===== src/rtl/intr_pkg.sv =====
// Shared definitions for the interrupt pending/presentation front-end.
package intr_pkg;

  localparam int N_IRQ_DEF = 8;

  typedef enum logic {
    IDLE    = 1'b0,
    PRESENT = 1'b1
  } intr_state_e;

endpackage


===== src/rtl/intr_prio_enc.sv =====
// Highest-set-bit encoder: id is the index of the top set bit, 0 when none set.
module intr_prio_enc #(
  parameter int N    = 8,
  parameter int ID_W = $clog2(N)
) (
  input  logic [N-1:0]    req_i,
  output logic [ID_W-1:0] id_o,
  output logic            any_o
);

  // Ascending scan so the highest set index is the last one written.
  always_comb begin
    id_o = '0;
    for (int unsigned i = 0; i < N; i++) begin
      if (req_i[i]) id_o = ID_W'(i);
    end
  end

  assign any_o = |req_i;

endmodule


===== src/rtl/intr_pending_ctrl.sv =====
// Interrupt front-end: rising-edge capture into sticky pending bits, masked priority
// presentation over valid/ready. Define IRQ_SYNC_EN to add a 2-flop input synchronizer.
module intr_pending_ctrl
  import intr_pkg::*;
#(
  parameter  int N_IRQ = N_IRQ_DEF,
  localparam int ID_W  = $clog2(N_IRQ)
) (
  input  logic             clk,
  input  logic             rst_n,
  input  logic [N_IRQ-1:0] irq,
  input  logic [N_IRQ-1:0] irq_en,
  output logic             vec_valid,
  output logic [ID_W-1:0]  vec_id,
  input  logic             vec_ready,
  output logic [N_IRQ-1:0] pending,
  output logic             lost
);

  intr_state_e      state_q, state_d;
  logic [N_IRQ-1:0] irq_in;
  logic [N_IRQ-1:0] irq_q;
  logic [N_IRQ-1:0] pending_q, pending_d;
  logic [N_IRQ-1:0] rise, clr;
  logic             vec_valid_q, vec_valid_d;
  logic [ID_W-1:0]  vec_id_q, vec_id_d;
  logic             lost_q, lost_d;
  logic             accept;
  logic [ID_W-1:0]  enc_id;
  logic             enc_any;

`ifdef IRQ_SYNC_EN
  logic [N_IRQ-1:0] irq_s1_q, irq_s2_q;

  always_ff @(posedge clk or negedge rst_n) begin
    if (!rst_n) begin
      irq_s1_q <= '0;
      irq_s2_q <= '0;
    end else begin
      irq_s1_q <= irq;
      irq_s2_q <= irq_s1_q;
    end
  end

  assign irq_in = irq_s2_q;
`else
  assign irq_in = irq;
`endif

  assign accept = vec_valid_q & vec_ready;
  assign rise   = irq_in & ~irq_q;

  always_comb begin
    clr = '0;
    if (accept) clr[vec_id_q] = 1'b1;
  end

  // A new rise on the bit being cleared keeps it pending and is not counted as lost.
  assign pending_d = (pending_q & ~clr) | rise;
  assign lost_d    = |(rise & pending_q & ~clr);

  intr_prio_enc #(
    .N    (N_IRQ),
    .ID_W (ID_W)
  ) u_prio_enc (
    .req_i (pending_q & irq_en),
    .id_o  (enc_id),
    .any_o (enc_any)
  );

  always_comb begin
    state_d     = state_q;
    vec_valid_d = vec_valid_q;
    vec_id_d    = vec_id_q;
    case (state_q)
      IDLE: begin
        if (enc_any) begin
          vec_id_d    = enc_id;
          vec_valid_d = 1'b1;
          state_d     = PRESENT;
        end
      end
      PRESENT: begin
        if (accept) begin
          vec_valid_d = 1'b0;
          state_d     = IDLE;
        end
      end
      default: begin
        vec_valid_d = 1'b0;
        state_d     = IDLE;
      end
    endcase
  end

  always_ff @(posedge clk or negedge rst_n) begin
    if (!rst_n) begin
      state_q     <= IDLE;
      irq_q       <= '0;
      pending_q   <= '0;
      vec_valid_q <= 1'b0;
      vec_id_q    <= '0;
      lost_q      <= 1'b0;
    end else begin
      state_q     <= state_d;
      irq_q       <= irq_in;
      pending_q   <= pending_d;
      vec_valid_q <= vec_valid_d;
      vec_id_q    <= vec_id_d;
      lost_q      <= lost_d;
    end
  end

  assign vec_valid = vec_valid_q;
  assign vec_id    = vec_id_q;
  assign pending   = pending_q;
  assign lost      = lost_q;

endmodule


===== config.mk =====
export PLATFORM = sky130hd
export DESIGN_NAME = intr_pending_ctrl
export DESIGN_NICKNAME = d
export VERILOG_FILES = /design/src/rtl/intr_pkg.sv /design/src/rtl/intr_prio_enc.sv /design/src/rtl/intr_pending_ctrl.sv
export SDC_FILE = /design/constraint.sdc
export NUM_CORES = 1
export LEC_CHECK = 0
export ABC_AREA = 1
export CAP_MARGIN = 25
export CORE_MARGIN = 1
export CORE_UTILIZATION = 45
export CTS_BUF_LIST = sky130_fd_sc_hd__clkbuf_4
export DETAILED_ROUTE_END_ITERATION = 12
export PLACE_DENSITY = 0.77
export SLEW_MARGIN = 25
export SYNTH_ARGS = -nofsm -noshare
export SYNTH_HDL_FRONTEND = slang
export SYNTH_SLANG_ARGS = --single-unit

===== constraint.sdc =====
create_clock -name clk -period 1.4 [get_ports clk]
set_input_delay 0.28 -clock clk [delete_from_list [all_inputs] [get_ports clk]]
set_output_delay 0.28 -clock clk [all_outputs]
set_load 0.05 [all_outputs]

; ---- Yosys cells after proc, flatten, opt, wreduce, memory -nomap -nowiden
; Index checks and enable logic that the tools add are counted.
[op_classes]
n_reduce_logical = 5
n_shift = 0
order_cmp = 2
n_eq_ne = 2
muxes = 16
n_bitwise = 10
div_mod_pow = 0
addsub = 0
multipliers = 0
[op_table]
columns = op, count
row1 = $and 8x8->8, 5
row2 = $not 8->8, 2
row3 = $reduce_or 8->1, 2
row4 = $mux 3, 4
row5 = $mux 8, 1
row6 = $or 8x8->8, 1
row7 = $mux 1, 6
row8 = $lt 3x4->1 const B, 1
row9 = $mux 2, 2
row10 = $pmux 1 s2, 2
row11 = $reduce_and 2->1, 2
row12 = $demux 1 s3, 1
row13 = $ge 3x1->1 const B, 1
row14 = $ne 2x1->1 const B, 1
row15 = $ne 2x2->1 const B, 1
row16 = $and 1x1->1, 1
row17 = $logic_and 1x1->1, 1
row18 = $not 1->1, 1
[word_totals]
inputBits = 19
out_inout_bits = 13
mem_bits_rw = 0
regBits = 22
latchBits = 0
n_memories = 0
word_cells = 41
rom_bits = 0

; ---- Logic depth before layout (Yosys ltp)
; Gate-level depths: netlist of run 1.
[depth]
depth_word = 8
mapped_depth = 7
mapped_depth_nobuf = 7

; ---- Hierarchy
; A second synthesis of run 1 with hierarchy kept.
[unflattened]
cells_unflattened = 150
area_unflattened_um2 = 1058.5
[modules_own_cells]
columns = mod, n_inst, seq_area_each_um2, cells_each, area_per_inst_um2
row1 = intr_pending_ctrl, 1, 550.5, 130, 980.9
row2 = intr_prio_enc, 1, 0.0, 20, 77.6

; ---- Worst setup path after synthesis of run 1
; OpenSTA, ideal clock, no wires.
[synth_path]
kind = reg-to-reg
from = register vec_valid_q (netlist: vec_valid)
to = register lost_q (netlist: lost)
path_stages_with_launch = 8
path_buffers = 0
setup_time_ps = 119
synth_period_minus_slack_ps = 1380
t_arrival_ps = 1262
slack_ps = 20
t_required_ps = 1281
cell_sequence = dfrtp_1 -> nand2_2 -> nor2_2 -> nand2_1 -> nand4_1 -> nand2_1 -> nor2_1 -> nand2_1
[synth_between]
elab_chain_cells = 5
[synth_rtl]
columns = item, line_no
row1 = "start, declared", intr_pending_ctrl.sv:25  ; logic vec_valid_q, vec_valid_d;
row2 = "start signal, assigned", intr_pending_ctrl.sv:108  ; vec_valid_q <= vec_valid_d;
row3 = $and 1x1->1, intr_pending_ctrl.sv:50  ; assign accept = vec_valid_q & vec_ready;
row4 = $mux 8, intr_pending_ctrl.sv:55  ; if (accept) clr[vec_id_q] = 1'b1;
row5 = $not 8->8, intr_pending_ctrl.sv:60  ; assign lost_d = |(rise & pending_q & ~clr);
row6 = $and 8x8->8, intr_pending_ctrl.sv:60
row7 = $reduce_or 8->1, intr_pending_ctrl.sv:60
row8 = net lost_d, intr_pending_ctrl.sv:27  ; logic lost_q, lost_d;
row9 = "end signal, assigned", intr_pending_ctrl.sv:110  ; lost_q <= lost_d;
row10 = "end, declared", intr_pending_ctrl.sv:27
; The timed path passes the listed nets, and every way through them passes these cells.
; A chain may end at the register's enable or synchronous reset.

; ---- Worst setup path after layout of run 1
; Ends and elaborated chain as after synthesis.

==> flow_summary.ini, run 1 <==
[routing]
wl_per_cell_um = 12.5
vias = 881
drt-total-wl_mm = 2.21
drtIter0Drc = 12
ant_nets = 0
drc = 0
first_pass_iters = 4
avgViaCountPerCell = 4.98

[place]
gp_congestion = 0.856
post-dp-hpwl_mm = 1.82
pre_cts_ws_ps = -175
numPortBuffers = 31

[clock_network]
numCtsBuffers = 3
cts-htree-levels = 1
cts_sinks = 22
clockRootBuffer = clkbuf_4
worstSkewPairLatency_ps = 300
clockBufferDepth = 2
cts.clk_slew.worst_paths_ps = 110
cts_tree = done
post_cts_buffers = 0

[logic_synthesis]
ys_types = 17
synth_area_um2 = 995
synth_top_area_cell = dfrtp_1
avgSynthCellArea_um2 = 8.96
yosysMostFrequentCell = nand2_1
ys_ff_latch = 22
synthesis.nets = 130
synth_area_leaders = dfrtp_1 (55%), nand2_1 (11%), inv_1 (5.7%), a22o_1 (4.4%), nand2_2 (3.8%)
synth_cells = 111
synth_enable_flop_cells = 0
yosys_warnings = 0
yosysSeqAreaShare = 0.553
synth-async-reset-ratio = 1.00
yosysTopAreaCellShare = 0.553
synth_ff_type = dfrtp_1
synth_common_cells = nand2_1 (30), dfrtp_1 (22), inv_1 (15)

[cells_and_area]
multi_input_area_um2 = 388
seq_area_um2 = 552
fin_nets = 171
layout-drive-gt1-share = 0.233
fillers = 149
n_antenna_cell = 0
syn_to_final_growth_pct = 53.8

[global_routing]
antenna_found_initial = 0
grt_util_met3 = 0.0218
grt_pass1_vias = 867
met2_usage = 0.394
grt_usage = 0.208
met1_usage = 0.246
grt_max_degree = 23
grt_overflow = 0
grt_most_used_layer = met2
grt_pass1_wl_mm = 3.80

[hold_path]
hold_class = in -> async

[sta]
slew_headroom = 0.815
hold_slack_ps = 311
fin_crit_sh = 0.901
finalCriticalPeriod_ps = 1260
setup_violations = 0
fmax_ghz = 0.793
worst_pin_slew_ps = 277
drv_slew = 0
rsz0062_at_grt = false
setup_tns_ps = 0
hold_viol_final = 0
fin_ws_ps = 139
finClkSkew_ps = 1.22

[setup_path]
cp_max_fo = 4
r2r_start = vec_valid
crit_start = vec_valid
rr_worst_depth = 7
worst_ep_required_time_ps = 1600
slowest_stage = dfrtp_1
reg2reg_slack_ps = 140
reg2reg_to = lost
crit_buf_inv = 0
crit_type = reg -> reg
crit_path_end = lost
cp.depth = 7
arrival_ps = 1460
cp_top_family = simple AND/OR/NAND/NOR gates
endpoint_kind = flip-flop
crit_chain = nand2_2, nor2_2, nand2_1, nand4_1, nand2_1, nor2_1, nand2_1
worstSetupStartpointType = flip-flop
cp_common_cell = nand2_1
max_stage_delay_ps = 440

[power]
p_per_area_nw_per_um2 = 1900
power.total_w = 0.00291
p_leak_nw = 0.755
ir_drop_mv = 1.18

[floorplan]
die_y_um = 49.0
initial_utilization = 0.492
rows = 16
ioPinCount = 32
dieArea_um2 = 2400
die_x_um = 49.0
coreArea_um2 = 2020

[status]
status = complete, no violations

[run]
max_cap_violations = 0
[worst min-delay path by stage]
| stage | start | to | slack [ps] |
|---|---|---|---|
| floorplan | rst_n | irq_q[0] | -20 |
| global route | rst_n | pending[0] | 330 |
| CTS | rst_n | irq_q[4] | 310 |
| finish | rst_n | pending[4] | 310 |
| global placement | irq_q[1] | pending[1] | 440 |
| detailed placement | irq_q[7] | pending[7] | 460 |
[layer usage]
metal	routed length, um	part of all wire	vias to the layer above
li1	-	-	437
met5	0	0	-
met4	32	0.014	0
met2	1170	0.53	24
met1	922	0.42	416
met3	83	0.038	4
[per-stage QoR]
stage | instance area (um^2) | instances | util
3_3_place_gp | 1510 | 174 | 0.745
2_1_floorplan | 995 | 111 | -
4_1_cts | 1530 | 177 | 0.756
5_1_grt | 1530 | 177 | 0.757
3_5_place_dp | 1510 | 174 | 0.745
6_report | 1530 | 177 | 0.757
[power by group]
| group | leakage (nW) | switching (W) | total [W] | internal (W) |
|---|---|---|---|---|
| Combinational | 0.509 | 0.000852 | 0.00160 | 0.000746 |
| Clock | 0.0138 | 0.000177 | 0.000278 | 0.000100 |
| Sequential | 0.232 | 0.000242 | 0.00103 | 0.000790 |
| Total | 0.755 | 0.00127 | 0.00291 | 0.00164 |
[logic make-up (layout without fill, tap and decap cells)]
| logic type | count (synthesis) | after routing | synth area share |
|---|---|---|---|
| compound gates | 15 | 15 | 0.106 |
| buf+inv | 15 | 54 | 0.0566 |
| flops | 22 | 22 | 0.553 |
| simple gates | 59 | 59 | 0.284 |
[placed cells by master, fill, tap and decap left out]
master	count
clkdlybuf4s50_1	18
a22o_1	5
a21oi_2	1
nand3_1	3
nand2_4	1
a21oi_1	2
dfrtp_1	21
nor2_2	2
clkbuf_4	3
buf_4	5
o21ai_1	1
nand2_2	6
a31oi_1	2
nor2_4	2
a22o_2	1
nand4_1	6
o21ai_0	3
nor2_1	9
dfrtp_2	1
nand2_1	30
buf_12	13
inv_1	15
[sequential cells by signal, indices dropped and copies added (netlist names)]
| name | cells |
|---|---|
| irq_q | 8 |
| lost | 1 |
| pending | 8 |
| state_q | 1 |
| vec_id | 3 |
| vec_valid | 1 |
[repair_timing]
action                     4_1_cts  5_1_grt
hold buffers                     0        0
setup endpoints to repair        0        1
resized for setup                0        1
[final cells by class]
cell class                 instances  area share
clock buffer                       3      0.0147
inverter                          15      0.0368
multi-input combinational         74       0.253
timing repair buffer              36       0.312
sequential                        22       0.361
tap                               27      0.0221
(Power assumes the default switching activity.)
==> run 2, diff against run 1 <==
--- a/config.mk
+++ b/config.mk
@@ -8,10 +8,10 @@
 export ABC_AREA = 1
 export CAP_MARGIN = 25
 export CORE_MARGIN = 1
-export CORE_UTILIZATION = 45
+export CORE_UTILIZATION = 47
 export CTS_BUF_LIST = sky130_fd_sc_hd__clkbuf_4
 export DETAILED_ROUTE_END_ITERATION = 12
-export PLACE_DENSITY = 0.77
+export PLACE_DENSITY = 0.8
 export SLEW_MARGIN = 25
 export SYNTH_ARGS = -nofsm -noshare
 export SYNTH_HDL_FRONTEND = slang
==> run 2 against run 1 <==
Effect of this change:
- register-to-register slack lost 60 ps
- die area shrank 4.1%
- worst hold slack lost 1.5 ps
- setup slack lost 62 ps
- sequential power is essentially flat
- sequential cell count is the same
- critical path depth is the same
- sequential share of layout area shrank 0.26 points
- largest power group unchanged
==> flow_summary.ini, run 2 (synthesized netlist as in run 1, its figures left out) <==
[status]
status = complete, no violations

[run]
max_cap_violations = 0

[sta]
hold_viol_final = 0
worst_pin_slew_ps = 282
finalCriticalPeriod_ps = 1320
hold_slack_ps = 310
setup_tns_ps = 0
slew_headroom = 0.812
fmax_ghz = 0.756
setup_violations = 0
finClkSkew_ps = 6.03
fin_crit_sh = 0.945
rsz0062_at_grt = false
drv_slew = 0

[cells_and_area]
mostFrequentLayoutCell = nand2_1
fillers = 134
final_cell_mix = nand2_1 (30), dfrtp_1 (21), clkdlybuf4s50_1 (18), inv_1 (15), buf_12 (13)
fin_nets = 172
syn_to_final_growth_pct = 55.0
layout-drive-gt1-share = 0.237
n_antenna_cell = 0
stdcell_area_um2 = 1540

[power]
p_per_area_nw_per_um2 = 1920
power.total_w = 0.00296
p_leak_nw = 0.761
ir_drop_mv = 1.34

[global_routing]
grt_pass1_vias = 875
grt_max_degree = 23
grt_usage = 0.242
grt_pass1_wl_mm = 3.75
grt_overflow = 0
antenna_found_initial = 0

[routing]
drt-total-wl_mm = 2.43
ant_nets = 0
first_pass_iters = 5
drtIter0Drc = 29
avgViaCountPerCell = 5.27
wl_per_cell_um = 13.6
drc = 0
vias = 943

[clock_network]
clockBufferDepth = 2
cts_sinks = 22
worstSkewPairLatency_ps = 310
cts-htree-levels = 1
cts_tree = done
cts.clk_slew.worst_paths_ps = 130
clockRootBuffer = clkbuf_4
numCtsBuffers = 3

[floorplan]
initial_utilization = 0.502
die_x_um = 48.0
rows = 16
dieArea_um2 = 2300
coreArea_um2 = 1980
die_y_um = 48.0
ioPinCount = 32

[setup_path]
reg2reg_slack_ps = 80
worst_ep_required_time_ps = 1620
cp_max_fo = 6
arrival_ps = 1540
crit_path_end = lost
worstSetupStartpointType = flip-flop
crit_start = vec_id[1]
endpoint_kind = flip-flop
rr_worst_depth = 7
r2r_start = vec_id[1]
reg2reg_to = lost
crit_type = reg -> reg

[place]
gp_congestion = 0.862
post-dp-hpwl_mm = 1.85
numPortBuffers = 31
placed_cell_area_um2 = 1510

[hold_path]
hold_class = in -> async
run 2: worst max-delay path, stage by stage (launching register included):
cell,delay [ps]
dfrtp_1,510
inv_1,80
nor2_1,180
nand2_1,130
nand4_1,120
nand2_1,60
nor2_1,80
nand2_1,50
run 2: metal layers:
layer  up-vias  share of wire  global-route usage
met4         0          0.030               0.111
met3        12          0.068              0.0377
met5         -              0                   0
met2        54           0.54               0.449
li1        442              -                   -
met1       435           0.36               0.268
run 2: power breakdown:
part           internal [W]  leakage, nW  switching, W  total, W
sequential         0.000790        0.232      0.000255   0.00104
clock              0.000104       0.0154      0.000197  0.000301
combinational      0.000747        0.514      0.000866   0.00161
run 2: worst min path at each step:
stage | end | depth (start not counted)
3_3_place_gp | pending[7] | 1
4_1_cts | irq_q[4] | 2
2_1_floorplan | irq_q[0] | 0
3_5_place_dp | pending[1] | 1
6_report | vec_id[1] | 2
5_1_grt | vec_id[1] | 2
run 2: area by class of cell:
cell class              count  area, um^2  area share
multi-input cells          74         388       0.252
flip-flops and latches     22         552       0.358
inverters                  15        56.3      0.0365
clock inverters             1        3.75     0.00244
clock buffers               3        22.5      0.0146
repair buffers             37         485       0.315
well taps                  27        33.8      0.0219
run 2: timing repair:
item	4_1_cts	5_1_grt
setup endpoints to repair	0	1
endpoints found under the hold margin	0	0
setup buffers	0	0
hold buffers	0	0
resized for setup	0	1
run 2: stage by stage:
step                      instances   util  setup slack (ps)
after global routing            179  0.778              38.8
after detailed placement        175  0.764              -158
final                           179  0.778              76.8
after CTS                       179  0.777               102
after floorplan                 111      -              19.7
after global placement          175  0.764              -135
==> run 3, diff against run 2 <==
--- a/config.mk
+++ b/config.mk
@@ -8,10 +8,11 @@
 export ABC_AREA = 1
 export CAP_MARGIN = 25
 export CORE_MARGIN = 1
-export CORE_UTILIZATION = 47
+export CORE_UTILIZATION = 40
 export CTS_BUF_LIST = sky130_fd_sc_hd__clkbuf_4
 export DETAILED_ROUTE_END_ITERATION = 12
-export PLACE_DENSITY = 0.8
+export PLACE_DENSITY = 0.7
+export RECOVER_POWER = 100
 export SLEW_MARGIN = 25
 export SYNTH_ARGS = -nofsm -noshare
 export SYNTH_HDL_FRONTEND = slang
==> run 3 against run 2 <==
Effect of this change:
- sequential share of layout area rose by 2.8 points
- worst hold slack improved by 160 ps
- power fell by 11%
- first-iteration DRC count fell by 55%
- sequential cell count stayed put
- combinational power is 13% lower
- highest routed layer unchanged
==> flow_summary.ini, run 3 (synthesized netlist as in run 1, its figures left out) <==
[floorplan]
dieArea_um2 = 2690
rows = 17
coreArea_um2 = 2280
die_x_um = 51.9
ioPinCount = 32
initial_utilization = 0.437
die_y_um = 51.9

[sta]
fmax_ghz = 0.759
fin_crit_sh = 0.942
fin_ws_ps = 81.7
drv_slew = 0
finClkSkew_ps = 5.15
rsz0062_at_grt = false
slew_headroom = 0.643
hold_viol_final = 0
setup_violations = 0
finalCriticalPeriod_ps = 1320
worst_pin_slew_ps = 535

[power]
power.total_w = 0.00264
ir_drop_mv = 1.07
p_leak_nw = 0.721
p_per_area_nw_per_um2 = 1850

[routing]
first_pass_iters = 4
drt-total-wl_mm = 2.21
avgViaCountPerCell = 4.91
vias = 893
drtIter0Drc = 13
wl_per_cell_um = 12.1
drc = 0
ant_nets = 0

[place]
post-dp-hpwl_mm = 1.81
numPortBuffers = 31
pre_cts_ws_ps = -180
gp_congestion = 0.873

[setup_path]
worstSetupStartpointType = flip-flop
cp_max_fo = 4
reg2reg_to = lost
arrival_ps = 1040
crit_buf_inv = 1
slowest_stage = dfrtp_1
reg2reg_slack_ps = 140
cp_top_family = flip-flops
rr_worst_depth = 7
crit_type = reg -> out
worst_ep_required_time_ps = 1120
cp.depth = 1
max_stage_delay_ps = 420
crit_chain = clkbuf_2
endpoint_kind = output port
r2r_start = vec_id[2]

[clock_network]
cts_tree = done
cts_sinks = 22
worstSkewPairLatency_ps = 300
clockBufferDepth = 2
numCtsBuffers = 3
cts.repair.resized = 0
cts-htree-levels = 1
cts.clk_slew.worst_paths_ps = 110
clockRootBuffer = clkbuf_4
post_cts_buffers = 0
hold_buffers = 0

[run]
max_cap_violations = 0

[cells_and_area]
fin_nets = 175
final_cell_mix = nand2_1 (32), dfrtp_1 (22), inv_1 (15), clkbuf_2 (11)
n_antenna_cell = 0
layout-drive-gt1-share = 0.234
syn_to_final_growth_pct = 43.5
mostFrequentLayoutCell = nand2_1
fillers = 189

[global_routing]
grt_usage = 0.197
grt_pass1_vias = 873
grt_overflow = 0
antenna_found_initial = 0
grt_max_degree = 23
grt_pass1_wl_mm = 3.71

[hold_path]
hold_class = in -> async

[status]
status = complete, no violations
[run 3: cell types whose count changed in the layout (fill, tap and decap cells not counted), moves of 8 or more]
| cell | previous run | this run |
|---|---|---|
| clkbuf_2 | 0 | 11 |
| clkdlybuf4s50_1 | 18 | 9 |
| dlygate4sd3_1 | 0 | 9 |
| buf_12 | 13 | 5 |
[run 3: where the power goes]
| group | internal, W | switching (W) | total, W | leakage, nW |
|---|---|---|---|---|
| logic | 0.000535 | 0.000869 | 0.00140 | 0.474 |
| registers | 0.000788 | 0.000179 | 0.000967 | 0.233 |
| clock network | 0.000100 | 0.000173 | 0.000273 | 0.0138 |
[run 3: worst max path at each step]
| stage | start | end | slack (ps) |
|---|---|---|---|
| finish | pending[5] | pending[5] | 80 |
| global route | pending[5] | pending[5] | 30 |
| CTS | pending[1] | pending[1] | 110 |
| detailed placement | vec_ready | lost | -180 |
| global placement | vec_ready | lost | -150 |
| floorplan | vec_valid | lost | 20 |
[run 3: final cells by class]
type	instances	area (um^2)	area share
clock buffer	3	22.5	0.0158
inverter	15	56.3	0.0394
multi-input combinational	74	383	0.268
sequential	22	551	0.386
tap	28	35.0	0.0245
timing repair buffer	40	380	0.266
[run 3: metrics by stage]
step	setup TNS [ps]	util	hold WS [ps]	cell area, um^2	std cells
after floorplan	0	-	-15.6	995	111
after detailed placement	-408	0.676	453	1540	179
after global placement	-253	0.676	446	1540	179
after CTS	0	0.686	324	1560	182
final	0	0.627	474	1430	182
after global routing	0	0.627	497	1430	182
[run 3: metal layers]
| metal | up-vias | wire length, um | track usage | share of wire |
|---|---|---|---|---|
| met5 | - | 0 | 0 | 0 |
| met4 | 0 | 36 | 0.0901 | 0.016 |
| met3 | 5 | 106 | 0.0292 | 0.048 |
| met2 | 25 | 1100 | 0.342 | 0.50 |
| met1 | 413 | 963 | 0.237 | 0.44 |
| li1 | 450 | - | - | - |
